--- src/rtl/tx_crc_serializer_if.sv ---
// tx_crc_serializer_if
// Bundles the frame-load controls and the bit handshake of the reply serializer.
//   start, data, len, crc_en, abort : frame request from reply assembly
//   bit_ready                       : modulator accepts the current bit
//   bit_out, bit_valid              : serial bit stream to the modulator
//   busy, done                      : transfer status back to reply assembly
// The master modport is the environment around the serializer: reply assembly
// and modulator together. The slave modport is the serializer.
interface tx_crc_serializer_if #(
  parameter int MAXLEN = 32
);
  logic              start;
  logic [MAXLEN-1:0] data;
  logic [5:0]        len;
  logic              crc_en;
  logic              abort;
  logic              bit_ready;
  logic              bit_out;
  logic              bit_valid;
  logic              busy;
  logic              done;

  modport master (
    output start, data, len, crc_en, abort, bit_ready,
    input  bit_out, bit_valid, busy, done
  );

  modport slave (
    input  start, data, len, crc_en, abort, bit_ready,
    output bit_out, bit_valid, busy, done
  );
endinterface

--- src/rtl/tx_crc_serializer.sv ---
// tx_crc_serializer
// Shifts a right-aligned reply word (0..MAXLEN bits) out MSB-first over a
// valid/ready bit handshake and optionally appends the ones-complemented
// EPC Gen2 CRC-16 (poly 0x1021, preset 0xFFFF) computed over the sent bits.
// Ports:
//   clk     : sole clock, rising edge
//   reset_n : asynchronous active-low reset
//   bus     : tx_crc_serializer_if.slave (load controls, bit stream, status)
module tx_crc_serializer #(
  parameter int MAXLEN = 32
) (
  input  logic                   clk,
  input  logic                   reset_n,
  tx_crc_serializer_if.slave     bus
);

  localparam logic [1:0] S_IDLE = 2'd0;
  localparam logic [1:0] S_DATA = 2'd1;
  localparam logic [1:0] S_CRC  = 2'd2;
  localparam logic [1:0] S_DONE = 2'd3;

  localparam logic [5:0] LEN_MAX = 6'(MAXLEN);

  logic [1:0]        state;
  logic [15:0]       crc_q;
  logic [5:0]        cnt;
  logic [3:0]        crc_k;
  logic              crc_en_q;
  logic [MAXLEN-1:0] shreg;

  logic              in_data;
  logic              in_crc;
  logic              xfer;
  logic              load;
  logic [5:0]        len_c;

  // One serial step of the CRC-16 register for a transmitted bit.
  function automatic logic [15:0] crc_step(input logic [15:0] c, input logic b);
    logic fb;
    fb = b ^ c[15];
    return {c[14:0], 1'b0} ^ (fb ? 16'h1021 : 16'h0000);
  endfunction

  assign in_data = (state == S_DATA);
  assign in_crc  = (state == S_CRC);

  assign bus.bit_valid = in_data | in_crc;
  assign bus.busy      = in_data | in_crc;
  assign bus.done      = (state == S_DONE);

  // The CRC register is frozen during the CRC phase, so its bits are indexed
  // rather than shifted out.
  assign bus.bit_out = in_data ? shreg[MAXLEN-1] :
                       in_crc  ? ~crc_q[4'd15 - crc_k] : 1'b0;

  assign xfer  = bus.bit_valid & bus.bit_ready;
  assign load  = bus.start & ~bus.busy & ~bus.abort;
  assign len_c = (bus.len > LEN_MAX) ? LEN_MAX : bus.len;

  always_ff @(posedge clk or negedge reset_n) begin
    if (!reset_n) begin
      state    <= S_IDLE;
      crc_q    <= 16'hFFFF;
      cnt      <= '0;
      crc_k    <= '0;
      crc_en_q <= 1'b0;
    end else if (bus.abort) begin
      state <= S_IDLE;
    end else begin
      case (state)
        S_IDLE, S_DONE: begin
          if (load) begin
            crc_q    <= 16'hFFFF;
            cnt      <= len_c;
            crc_k    <= '0;
            crc_en_q <= bus.crc_en;
            if (len_c != 6'd0)   state <= S_DATA;
            else if (bus.crc_en) state <= S_CRC;
            else                 state <= S_DONE;
          end else begin
            state <= S_IDLE;
          end
        end
        S_DATA: begin
          if (xfer) begin
            crc_q <= crc_step(crc_q, shreg[MAXLEN-1]);
            cnt   <= cnt - 6'd1;
            if (cnt == 6'd1) state <= crc_en_q ? S_CRC : S_DONE;
          end
        end
        S_CRC: begin
          if (xfer) begin
            crc_k <= crc_k + 4'd1;
            if (crc_k == 4'd15) state <= S_DONE;
          end
        end
        default: state <= S_IDLE;
      endcase
    end
  end

  // Payload is left-aligned on load so the next bit is always the MSB.
  always_ff @(posedge clk) begin
    if (load && (state == S_IDLE || state == S_DONE)) begin
      shreg <= bus.data << (LEN_MAX - len_c);
    end else if (xfer && in_data) begin
      shreg <= {shreg[MAXLEN-2:0], 1'b0};
    end
  end

endmodule

--- src/flat_wrapper.sv ---
// flat-port wrapper written by rule: the top's interface ports become plain ports
module tx_crc_serializer_flat 
#(
  parameter int MAXLEN = 32
)
  (clk, reset_n, bus_start, bus_data, bus_len, bus_crc_en, bus_abort, bus_bit_ready, bus_bit_out, bus_bit_valid, bus_busy, bus_done);
  tx_crc_serializer_if #(.MAXLEN(MAXLEN)) bus_i ();
  input  logic clk;
  input  logic reset_n;
  input wire logic [$bits(bus_i.start)-1:0] bus_start;
  input wire logic [$bits(bus_i.data)-1:0] bus_data;
  input wire logic [$bits(bus_i.len)-1:0] bus_len;
  input wire logic [$bits(bus_i.crc_en)-1:0] bus_crc_en;
  input wire logic [$bits(bus_i.abort)-1:0] bus_abort;
  input wire logic [$bits(bus_i.bit_ready)-1:0] bus_bit_ready;
  output wire logic [$bits(bus_i.bit_out)-1:0] bus_bit_out;
  output wire logic [$bits(bus_i.bit_valid)-1:0] bus_bit_valid;
  output wire logic [$bits(bus_i.busy)-1:0] bus_busy;
  output wire logic [$bits(bus_i.done)-1:0] bus_done;
  assign bus_i.start = bus_start;
  assign bus_i.data = bus_data;
  assign bus_i.len = bus_len;
  assign bus_i.crc_en = bus_crc_en;
  assign bus_i.abort = bus_abort;
  assign bus_i.bit_ready = bus_bit_ready;
  assign bus_bit_out = bus_i.bit_out;
  assign bus_bit_valid = bus_i.bit_valid;
  assign bus_busy = bus_i.busy;
  assign bus_done = bus_i.done;
  tx_crc_serializer #(.MAXLEN(MAXLEN)) u_core (.clk(clk), .reset_n(reset_n), .bus(bus_i));
endmodule
--- config.mk ---
export PLATFORM = sky130hd
export DESIGN_NAME = tx_crc_serializer_flat
export DESIGN_NICKNAME = d
export VERILOG_FILES = /design/src/rtl/tx_crc_serializer_if.sv /design/src/rtl/tx_crc_serializer.sv /design/src/flat_wrapper.sv
export SDC_FILE = /design/constraint.sdc
export NUM_CORES = 1
export LEC_CHECK = 0
export CAP_MARGIN = 40
export CORE_MARGIN = 2
export CORE_UTILIZATION = 60
export CTS_BUF_LIST = sky130_fd_sc_hd__clkbuf_4
export CTS_CLUSTER_DIAMETER = 40
export DETAILED_ROUTE_END_ITERATION = 8
export PLACE_DENSITY = 0.84
export SYNTH_ARGS = -nofsm -noshare
export SYNTH_HDL_FRONTEND = slang
export SYNTH_SLANG_ARGS = --single-unit
--- constraint.sdc ---
create_clock -name clk -period 9 [get_ports clk]
set_clock_uncertainty 0.2 [all_clocks]
set_input_delay 1.8 -clock clk [delete_from_list [all_inputs] [get_ports clk]]
set_output_delay 1.8 -clock clk [all_outputs]
set_load 0.03 [all_outputs]
==> summary.md <==
| Metric | Value |
|---|---|
| Worst-Skew Late Latency | 0.40 ns |
| Tmin final | 5.67 ns |
| Initial Util | 61.6% |
| TNS Setup | 0 ns |
| Avg Inst Size Synth | 10.3 um^2 |
| Die Ht | 92.6 um |
| FFs w/ async S/R, synth | 47.5% |
| Syn Nets | 508 |
| Post_cts resized | 0 |
| Vias in the first global route | 3674 |
| Critical Path RT | 8.92 ns |
| Outcome | finished, final reports clean |
| Placed Area | 5220 um^2 |
| CP Buf/Inv Count | 4 |
| DRC viols | 0 |
| CTS tree | built |
| Clock sink total | 61 |
| Hold-fix buffer count after cts | 0 |
| Final WL | 11400 um |
| Congestion Overflow GR | 0 |
| Initial antenna violation count | 0 |
| Placed insts | 581 |
| Part of the cycle the worst path needs | 63.0% |
| Commonest cells after routing, fill and taps aside | nand2_1 (51), clkdlybuf4s50_1 (47), mux2i_1 (46), nor2_1 (33), edfxtp_1 (32) |
| Post-synth design cell area | 4710 um^2 |
| Slowest-stage cell, CP | nor2b_4 |
| FP Rows | 32 |
| Main synth FF type | edfxtp_1 |
| Number of synthesized flops with an enable pin | 32 |
| Area grow syn2layout | 13.7% |
| Fin area | 5350 um^2 |
| Critical Path AT | 5.60 ns |
| Cell taking the most area after synthesis | edfxtp_1 |
| DR pass1 iterations | 5 |
| Crit. End Element | flop |
| Final setup fails | 0 |
| Largest cells by area after synthesis | edfxtp_1 (20%), mux4_2 (13%), mux2i_1 (9.8%) |
| Met2 WL | 5280 um |
| Ports | 48 |
| Worst path cell trace | clkdlybuf4s50_1, nor2b_4, inv_2, ha_1, buf_4, inv_2, a21oi_1, a21o_1, a21oi_1, o21ai_0, o211ai_1 |
| Root Buffer | clkbuf_4 |
| Max Cap Viol | 0 |
| Post-synthesis sequential area ratio | 36.2% |
| Max Clock Freq | 0.176 GHz |
| Clock-pin slew on the worst setup and hold paths | 0.11 ns |
| Core box area | 7650 um^2 |
| GR Util All Layers | 28.0% |
| DR vias | 3961 |
| H-Tree Depth | 3 |
| Wirelength per Cell | 19.0 um |
| Full die area | 8570 um^2 |
| Worst stage delay on the critical path | 0.74 ns |
| Port Buffers | 47 |
| Static Leakage | 2.14 nW |
| # Post-CTS Setup Buffers | 0 |
| DR WL met3 | 1050 um |
| Dpl hpwl | 8350 um |
| Largest net degree at the start of global routing | 33 |
| Clk buf depth | 2 |
| Final non-filler cell total | 598 |
| Max Used Layer | met4 |
| Mapped Cells | 457 |
| DRT antenna net count | 0 |
| PwrDens | 205 nW/um^2 |
| Ys Warns | 0 |
| Commonest non-fill, non-tap cell in the layout | nand2_1 |
| Relative slew slack | 45.2% |
| Initial detailed-routing violation count | 515 |
| Final Hold Fails | 0 |
| Via-to-Cell Ratio | 6.62 |
| CTS buffer count | 9 |
| RSZ-0062 raised after global routing | no |
| Distinct cells, synth | 63 |
| Placer Congestion | 0.953 |
| Worst Tran Pin Value | 0.820 ns |
| Post-layout net count | 541 |
| CP delay by family, top | buffers and inverters |
| Critical path launch point type | input pin |
| Worst IR drop on VDD | 158 uV |
| CP max FO | 28 |
| Global-route wire length before repair | 18900 um |
| FF+latch count, synth | 61 |
| DRT met1 WL | 4910 um |
| Worst hold path class | flop to flop |
| Max-slew violation count | 0 |
| WS Path Type | input pin to flop |
| Share of layout cells above drive strength 1 | 17.2% |
| Die Wd | 92.6 um |
| Synth top area share | 20.4% |
==> worst min-delay path: cells and delay by family, from the launching register on <==
family,cells,cell delay (ns)
flip-flops,1,0.39
buffers and inverters,1,0.05
AO/OA/AOI/OAI,1,0.07
==> registers in the layout (all words and copies together), names as in the netlist <==
signal / count
u_core.cnt: 6
u_core.crc_en_q: 1
u_core.crc_k: 4
u_core.crc_q: 16
u_core.shreg: 32
u_core.state: 2
==> path summary, 6_finish.rpt <==
path | from | to | slack, ns | cells past startpoint
max | bus_len[5] | u_core.shreg[30]$_DFFE_PP_ | 3.33 | 11
max in group asynchronous | reset_n | u_core.crc_q[12]$_DFFE_PN1P_ | 6.71 | 2
max reg2reg | u_core.state[0]$_DFFE_PN0P_ | u_core.shreg[28]$_DFFE_PP_ | 6.22 | 8
min | u_core.crc_q[5]$_DFFE_PN1P_ | u_core.crc_q[6]$_DFFE_PN1P_ | 0.29 | 2
min in group asynchronous | reset_n | u_core.cnt[5]$_DFFE_PN0P_ | 1.56 | 2
min reg2reg | u_core.crc_q[5]$_DFFE_PN1P_ | u_core.crc_q[6]$_DFFE_PN1P_ | 0.29 | 2
==> cells in the mapped netlist, types with 4 or more instances <==
cell type	n
a22o_1	8
o221ai_1	4
buf_2	8
dfstp_2	16
a221o_1	5
nand3_1	5
buf_6	4
edfxtp_1	32
nor3_1	9
mux2i_1	46
mux2_2	4
dfrtp_1	13
ha_1	7
o21ai_0	27
nor2_1	33
nand2_1	51
mux4_2	28
a21oi_1	23
inv_1	25
a31oi_1	18
clkbuf_1	20
o22ai_1	8
==> power breakdown <==
part / leakage, nW / internal (W) / switching, W
logic: 1.42 / 0.000200 / 0.000282
clock network: 0.0783 / 0.0000834 / 0.000102
registers: 0.637 / 0.000383 / 0.0000432
==> layout make-up <==
cell class              count  area [um^2]
multi-input cells         335         2740
fillers                   556         2300
flip-flops and latches     61         1710
repair buffers             56          546
well taps                 102          128
inverters                  27          101
clock buffers               9         67.6
clock inverters             7         63.8
diodes                      1         2.50
==> routing by layer <==
metal | vias to the layer above | track usage, %
li1 | 1821 | -
met4 | 0 | 6.47
met5 | - | 0
met1 | 1875 | 41.0
met2 | 247 | 43.7
met3 | 18 | 5.45
==> metrics by stage <==
stage	hold WS [ns]	worst slack, ns	util [%]	total power [W]
3_3_place_gp	0.271	3.07	68.0	0.000885
6_report	0.289	3.33	70.0	0.00110
4_1_cts	0.292	3.40	69.9	0.00109
2_1_floorplan	0.265	4.24	-	0.000771
5_1_grt	0.315	3.02	69.9	0.00116
3_5_place_dp	0.281	2.97	68.2	0.000905
==> cells by family after synthesis <==
| family | Yosys count | synth area share [%] |
|---|---|---|
| AOI/OAI and AO/OA | 125 | 17.8 |
| xor gates and xnor gates | 5 | 1.09 |
| adders and majority gates | 7 | 1.86 |
| buffers and inverters | 61 | 5.87 |
| DFF | 61 | 36.2 |
| muxes | 82 | 26.1 |
| and+or+nand+nor | 116 | 11.0 |
(Power assumes the default switching activity.)
